<file path="config.mk">
export PLATFORM = sky130hd
export DESIGN_NAME = serial_x_driver_flat
export DESIGN_NICKNAME = d
export VERILOG_FILES = /design/src/rtl/serial_x_if.sv /design/src/rtl/serial_x_driver.sv /design/src/flat_wrapper.sv
export SDC_FILE = /design/constraint.sdc
export NUM_CORES = 1
export LEC_CHECK = 0
export ABC_AREA = 0
export CELL_PAD_IN_SITES_DETAIL_PLACEMENT = 1
export CELL_PAD_IN_SITES_GLOBAL_PLACEMENT = 1
export CORE_UTILIZATION = 45
export DETAILED_ROUTE_END_ITERATION = 12
export DONT_BUFFER_PORTS = 1
export HOLD_SLACK_MARGIN = 0.08
export PLACE_DENSITY = 0.77
export SLEW_MARGIN = 30
export SYNTH_ARGS = -nofsm -noshare
export SYNTH_HDL_FRONTEND = slang
export SYNTH_SLANG_ARGS = --single-unit
export TNS_END_PERCENT = 20
</file>
<file path="constraint.sdc">
create_clock -name CLK -period 2 [get_ports CLK]
set_input_delay 0 -clock CLK [delete_from_list [all_inputs] [get_ports CLK]]
set_output_delay 0 -clock CLK [all_outputs]
set_load 0.01 [all_outputs]
</file>
<file path="src/rtl/serial_x_if.sv">
// ---------------------------------------------------------------------------
// serial_x_if
//   Parallel-to-serial handshake bundle between an upstream word producer
//   and serial_x_driver.
//
//   DIN    word to transmit
//   VALID  DIN is valid
//   READY  driver accepts DIN on this rising edge
//   X      serial line, idles high
//   BUSY   a frame is in progress
//   DONE   one-cycle pulse during the last stop bit
//
//   master : word producer (drives DIN/VALID, observes the rest)
//   slave  : serial_x_driver
// ---------------------------------------------------------------------------
interface serial_x_if #(
  parameter int WIDTH = 8
);
  logic [WIDTH-1:0] DIN;
  logic             VALID;
  logic             READY;
  logic             X;
  logic             BUSY;
  logic             DONE;

  modport master (
    output DIN,
    output VALID,
    input  READY,
    input  X,
    input  BUSY,
    input  DONE
  );

  modport slave (
    input  DIN,
    input  VALID,
    output READY,
    output X,
    output BUSY,
    output DONE
  );
endinterface

</file>
<file path="src/rtl/serial_x_driver.sv">
// ---------------------------------------------------------------------------
// serial_x_driver
//   Serializes a parallel word onto the single-bit line X consumed by the
//   negedge-sampling serial Mealy detectors.
//   Frame: start bit (0), WIDTH data bits MSB first, optional even-parity
//   bit, STOP_BITS stop bits (1). Frames may be streamed back-to-back.
//
// Parameters
//   WIDTH      data bits per frame, 1..16
//   STOP_BITS  stop bits per frame, 1 or 2
//
// Ports
//   CLK   in   single clock, rising-edge registers
//   RST   in   synchronous active-high reset
//   bus   slave modport of serial_x_if (DIN, VALID in; READY, X, BUSY, DONE out)
//
// Configuration
//   SERX_PARITY_EN  when defined, an even-parity bit follows the data bits.
//
// All outputs are registered; they are decoded from the next state so they
// change only just after rising edges and never combinationally from VALID.
// ---------------------------------------------------------------------------
module serial_x_driver #(
  parameter int WIDTH     = 8,
  parameter int STOP_BITS = 1
) (
  input  logic      CLK,
  input  logic      RST,
  serial_x_if.slave bus
);

  localparam int             CW        = $clog2(WIDTH + 1);
  localparam logic [CW-1:0]  LAST_BIT  = CW'(WIDTH - 1);
  // Stop-bit counter is one bit wide: 0 for the first, 1 for the second.
  localparam logic           LAST_STOP = 1'(STOP_BITS - 1);

  typedef enum logic [2:0] {
    S_IDLE  = 3'd0,
    S_START = 3'd1,
    S_DATA  = 3'd2,
`ifdef SERX_PARITY_EN
    S_PAR   = 3'd4,
`endif
    S_STOP  = 3'd3
  } state_t;

  state_t            r_state;
  state_t            w_state_nxt;
  logic [CW-1:0]     r_cnt;
  logic [CW-1:0]     w_cnt_nxt;
  logic [WIDTH-1:0]  r_shift;
  logic [WIDTH-1:0]  w_shift_nxt;
  logic              r_stop_cnt;
  logic              w_stop_cnt_nxt;

  logic              r_x;
  logic              r_ready;
  logic              r_busy;
  logic              r_done;
  logic              w_x_nxt;
  logic              w_ready_nxt;
  logic              w_busy_nxt;
  logic              w_done_nxt;
  logic              w_last_stop;

`ifdef SERX_PARITY_EN
  logic              r_par;
  logic              w_par_nxt;

  // Even parity: the returned bit makes the total count of ones even.
  function automatic logic even_parity(input logic [WIDTH-1:0] word);
    return ^word;
  endfunction
`endif

  // Next-state logic: frame sequencing, word capture and shifting.
  always_comb begin
    w_state_nxt    = r_state;
    w_cnt_nxt      = r_cnt;
    w_shift_nxt    = r_shift;
    w_stop_cnt_nxt = r_stop_cnt;
`ifdef SERX_PARITY_EN
    w_par_nxt      = r_par;
`endif
    case (r_state)
      S_IDLE: begin
        if (bus.VALID) begin
          w_shift_nxt = bus.DIN;
`ifdef SERX_PARITY_EN
          w_par_nxt   = even_parity(bus.DIN);
`endif
          w_state_nxt = S_START;
        end else begin
          w_state_nxt = S_IDLE;
        end
      end
      S_START: begin
        w_cnt_nxt   = {CW{1'b0}};
        w_state_nxt = S_DATA;
      end
      S_DATA: begin
        // The MSB on the line is the current bit; shift only when another
        // data bit follows so the MSB always presents the next bit.
        if (r_cnt == LAST_BIT) begin
          w_stop_cnt_nxt = 1'b0;
`ifdef SERX_PARITY_EN
          w_state_nxt    = S_PAR;
`else
          w_state_nxt    = S_STOP;
`endif
        end else begin
          w_cnt_nxt   = r_cnt + CW'(1'b1);
          w_shift_nxt = r_shift << 1'b1;
        end
      end
`ifdef SERX_PARITY_EN
      S_PAR: begin
        w_stop_cnt_nxt = 1'b0;
        w_state_nxt    = S_STOP;
      end
`endif
      S_STOP: begin
        if (r_stop_cnt == LAST_STOP) begin
          // Final stop cycle doubles as an accept slot for gapless streaming.
          if (bus.VALID) begin
            w_shift_nxt = bus.DIN;
`ifdef SERX_PARITY_EN
            w_par_nxt   = even_parity(bus.DIN);
`endif
            w_state_nxt = S_START;
          end else begin
            w_state_nxt = S_IDLE;
          end
        end else begin
          w_stop_cnt_nxt = r_stop_cnt + 1'b1;
        end
      end
      default: begin
        w_state_nxt = S_IDLE;
      end
    endcase
  end

  // Output decode from the next state, so the registered outputs line up
  // with the state they describe.
  always_comb begin
    w_x_nxt     = 1'b1;
    w_last_stop = (w_state_nxt == S_STOP) && (w_stop_cnt_nxt == LAST_STOP);
    case (w_state_nxt)
      S_START: w_x_nxt = 1'b0;
      S_DATA:  w_x_nxt = w_shift_nxt[WIDTH-1];
`ifdef SERX_PARITY_EN
      S_PAR:   w_x_nxt = w_par_nxt;
`endif
      default: w_x_nxt = 1'b1;
    endcase
    w_busy_nxt  = (w_state_nxt != S_IDLE);
    w_ready_nxt = (w_state_nxt == S_IDLE) || w_last_stop;
    w_done_nxt  = w_last_stop;
  end

  // State, datapath and output registers with synchronous reset.
  always_ff @(posedge CLK) begin
    if (RST) begin
      r_state    <= S_IDLE;
      r_cnt      <= {CW{1'b0}};
      r_shift    <= {WIDTH{1'b0}};
      r_stop_cnt <= 1'b0;
`ifdef SERX_PARITY_EN
      r_par      <= 1'b0;
`endif
      r_x        <= 1'b1;
      r_ready    <= 1'b1;
      r_busy     <= 1'b0;
      r_done     <= 1'b0;
    end else begin
      r_state    <= w_state_nxt;
      r_cnt      <= w_cnt_nxt;
      r_shift    <= w_shift_nxt;
      r_stop_cnt <= w_stop_cnt_nxt;
`ifdef SERX_PARITY_EN
      r_par      <= w_par_nxt;
`endif
      r_x        <= w_x_nxt;
      r_ready    <= w_ready_nxt;
      r_busy     <= w_busy_nxt;
      r_done     <= w_done_nxt;
    end
  end

  assign bus.X     = r_x;
  assign bus.READY = r_ready;
  assign bus.BUSY  = r_busy;
  assign bus.DONE  = r_done;

endmodule
</file>
<file path="src/flat_wrapper.sv">
// flat-port wrapper written by rule: the top's interface ports become plain ports
module serial_x_driver_flat 
#(
  parameter int WIDTH     = 8,
  parameter int STOP_BITS = 1
)
  (CLK, RST, bus_DIN, bus_VALID, bus_READY, bus_X, bus_BUSY, bus_DONE);
  serial_x_if #(.WIDTH(WIDTH)) bus_i ();
  input  logic CLK;
  input  logic RST;
  input wire logic [$bits(bus_i.DIN)-1:0] bus_DIN;
  input wire logic [$bits(bus_i.VALID)-1:0] bus_VALID;
  output wire logic [$bits(bus_i.READY)-1:0] bus_READY;
  output wire logic [$bits(bus_i.X)-1:0] bus_X;
  output wire logic [$bits(bus_i.BUSY)-1:0] bus_BUSY;
  output wire logic [$bits(bus_i.DONE)-1:0] bus_DONE;
  assign bus_i.DIN = bus_DIN;
  assign bus_i.VALID = bus_VALID;
  assign bus_READY = bus_i.READY;
  assign bus_X = bus_i.X;
  assign bus_BUSY = bus_i.BUSY;
  assign bus_DONE = bus_i.DONE;
  serial_x_driver #(.WIDTH(WIDTH), .STOP_BITS(STOP_BITS)) u_core (.CLK(CLK), .RST(RST), .bus(bus_i));
endmodule
</file>
==> results.md <==
- Die Width: 46.8 um
- Peak VDD IR: 507 uV
- Register bit count reported by yosys: 20
- Minimum clock period: 1.74 ns
- R2R depth: 5
- RePlAce Congestion: between 0.7 and 0.8
- Detailed Route WL: 2.09 mm
- CTS Sinks: 20
- Pleak: 0.378 nW
- Vias in the first global route: 759
- Synth Warn #: 0
- Max Buffers Root-to-Sink: 2
- Hold path startpoint: bus_VALID
- Routed vias: between 700 and 800
- Iteration count of the initial detailed-routing pass: 4
- Mapped cell area: 902 um^2
- CP max-delay cell: dfxtp_1
- Final setup violation count: 0
- Data arrival, critical path: 1.98 ns
- Min-Delay Path Class: in -> reg
- Layout area overhead: 19.6%
- Syn Inst Count: 98
- Reg2Reg Setup Slack: 0.26 ns
- Antenna-violating nets left: 0
- Setup WS post-layout: 0.264 ns
- Slew Limit Fails: 0
- Final hold violation count: 0
- Layout cell share with drive strength beyond 1: 12.8%
- Setup TNS: 0 ns
- Row cnt: 15
- Outcome: finished, final reports clean
- Pre-CTS setup slack: 0.123 ns
- Crit Path Category: reg -> reg
- Mapped Avg Cell Area: around 9 um^2
- Placed cell area: 920 um^2
- Starting density of the core: between 50 and 60%
- Most common cell in the netlist: dfxtp_1
- Largest net degree at the start of global routing: 15
- Antenna violations before repair: 0
- Gr usage total: between 20% and 30%
- Crit path cell chain: nand2b_1 > a311oi_2 > buf_4 > a22oi_2 > a32oi_1
- Worst-Margin Slew: 0.545 ns
- Max_cap viols: 0
- Synth top area share: 44.4%
- First-pass GRT wire length: roughly 3.4 mm
- Crit Reg-Reg Startpoint: u_core.r_state[2]
- Initial DRC Count: 9
- RSZ-0062 raised after global routing: no
- DRC: 0
- Grt ovf: 0
- Worst setup SP type: flop
- Max incr delay on CP: roughly 0.48 ns
- Clk slew on worst S/H paths: roughly 0.12 ns
- Worst path required time: 2.24 ns
- Top_reg_cell synth: dfxtp_1
- Fmax: 576 MHz
- Period utilisation layout: 86.8%
- R2r endpoint: u_core.bus.X
- Port Buffers: 0
- Detailed placer's ending HPWL: 1.40 mm
- Top post-synthesis cells by count: dfxtp_1 (20), a21oi_1 (11), o21ai_0 (10), a22oi_1 (6)
- Synth area leaders: dfxtp_1 (44%), a21oi_1 (6.1%), o21ai_0 (5.5%), a22oi_1 (5.0%), nand2b_1 (2.8%)
- Hold endpoint: u_core.r_shift[3]
- Pwr dens: 767 mW/mm^2
- WL per Instance: 15.6 um
- Post-route cell area: between 0.001 and 0.0015 mm^2
- Chip Height: ~47 um
- H-tree levels: 1
- # IOs: 15
- Hold Crit Depth: 4
- Clock latency on the worst-skew pair: 0.31 ns
- Setup crit end kind: flop
- Dominant cell type by area after synthesis: dfxtp_1
- Pwr Total: about 0.83 mW
- Max transition margin: 63.6%
- Root Driver: clkbuf_4
- CTS tree: done
- Sequential share of the synthesized area: approximately 44%
- Core area: 0.00180 mm^2
- Post-Syn Nets: 110
- Num CTS Buffers: 3
- Die Area: 0.00219 mm^2
- Vias per inst: 5.87
- Post-synth ARST share: 0%
- Synth cell types: 37
- Ant. Diodes: 0
- Post-synth EDFFs: 0
- Fin nets: 122
- Clock skew: 0.00480 ns
- Worst-path maximum fanout: 14
==> report_power, final <==
group          leakage (nW)  switching, mW  total (mW)  internal [mW]
clock network        0.0279          0.132       0.335          0.203
logic                 0.187         0.0326      0.0666         0.0340
registers             0.163         0.0146       0.426          0.412
total                 0.378          0.179       0.828          0.649
==> per-layer routing <==
layer	up-vias	wire, um	track usage (%)
li1	382	-	-
met1	382	959	28.1
met2	18	1030	38.1
met3	5	79	5.77
met4	0	23	6.86
met5	-	0	0
==> worst max-delay path, delay by kind of cell, from the launching register on <==
| kind | cells | cell delay (ns) |
|---|---|---|
| AOI/OAI and AO/OA | 3 | 0.67 |
| DFF | 1 | 0.48 |
| and+or+nand+nor | 1 | 0.28 |
| buffers and inverters | 1 | 0.23 |
==> placed cells by master, fill, tap and decap left out, types with 2 or more instances in the layout <==
cell type,instances
dlygate4sd3_1,10
a21o_1,2
dfxtp_1,20
a21oi_1,11
clkbuf_4,3
inv_1,3
nor2b_1,2
nand2_1,5
o21ai_0,10
buf_4,2
nand3b_1,2
nor2_1,5
nand2b_1,4
a22oi_1,6
==> what timing repair did <==
item	4_1_cts	5_1_grt
hold endpoints to repair	19	0
hold buffers	10	0
setup endpoints to repair	0	2
setup buffers	0	0
gates resized for setup	0	1
==> sequential cells by signal, summed over array words and instances, names as in the netlist <==
| signal | count |
|---|---|
| u_core.bus.READY | 1 |
| u_core.r_state | 3 |
| u_core.r_stop_cnt | 1 |
| u_core.r_shift | 8 |
| u_core.bus.DONE | 1 |
| u_core.bus.X | 1 |
| u_core.r_cnt | 4 |
| u_core.bus.BUSY | 1 |
==> through the flow <==
stage          util [%]  cells  hold slack (ns)
2_1_floorplan         -     98           0.0728
3_3_place_gp       51.0    120           0.0724
3_5_place_dp       51.0    120           0.0734
4_1_cts            59.5    134            0.291
5_1_grt            59.9    134            0.239
6_report           59.9    134            0.192
==> area by class of cell <==
class,instances,area (um^2)
fillers,221,723
multi-input cells,70,468
flip-flops and latches,20,400
repair buffers,12,115
well taps,25,31.3
clock inverters,1,30.0
clock buffers,3,22.5
inverters,3,11.3
==> how the worst max path moves through the flow <==
stage / from / to / cells after the start
floorplan: u_core.r_cnt[0] / u_core.bus.X / 5
detailed placement: u_core.r_cnt[0] / u_core.bus.X / 5
global route: u_core.r_state[2] / u_core.bus.X / 5
CTS: u_core.r_cnt[0] / u_core.bus.X / 5
global placement: u_core.r_cnt[0] / u_core.bus.X / 5
finish: u_core.r_state[2] / u_core.bus.X / 5
==> kinds of logic (layout without fill, tap and decap cells) <==
| group | count (synthesis) | in the layout | synth area share (%) |
|---|---|---|---|
| other | 1 | 1 | 0.416 |
| flip-flops | 20 | 20 | 44.4 |
| adder cells (fa/ha/maj) | 1 | 1 | 1.39 |
| AO/OA/AOI/OAI | 41 | 41 | 32.3 |
| AND/OR/NAND/NOR | 27 | 27 | 17.1 |
| buffers and inverters | 8 | 19 | 4.44 |
Power figures use the tool's default switching activity.
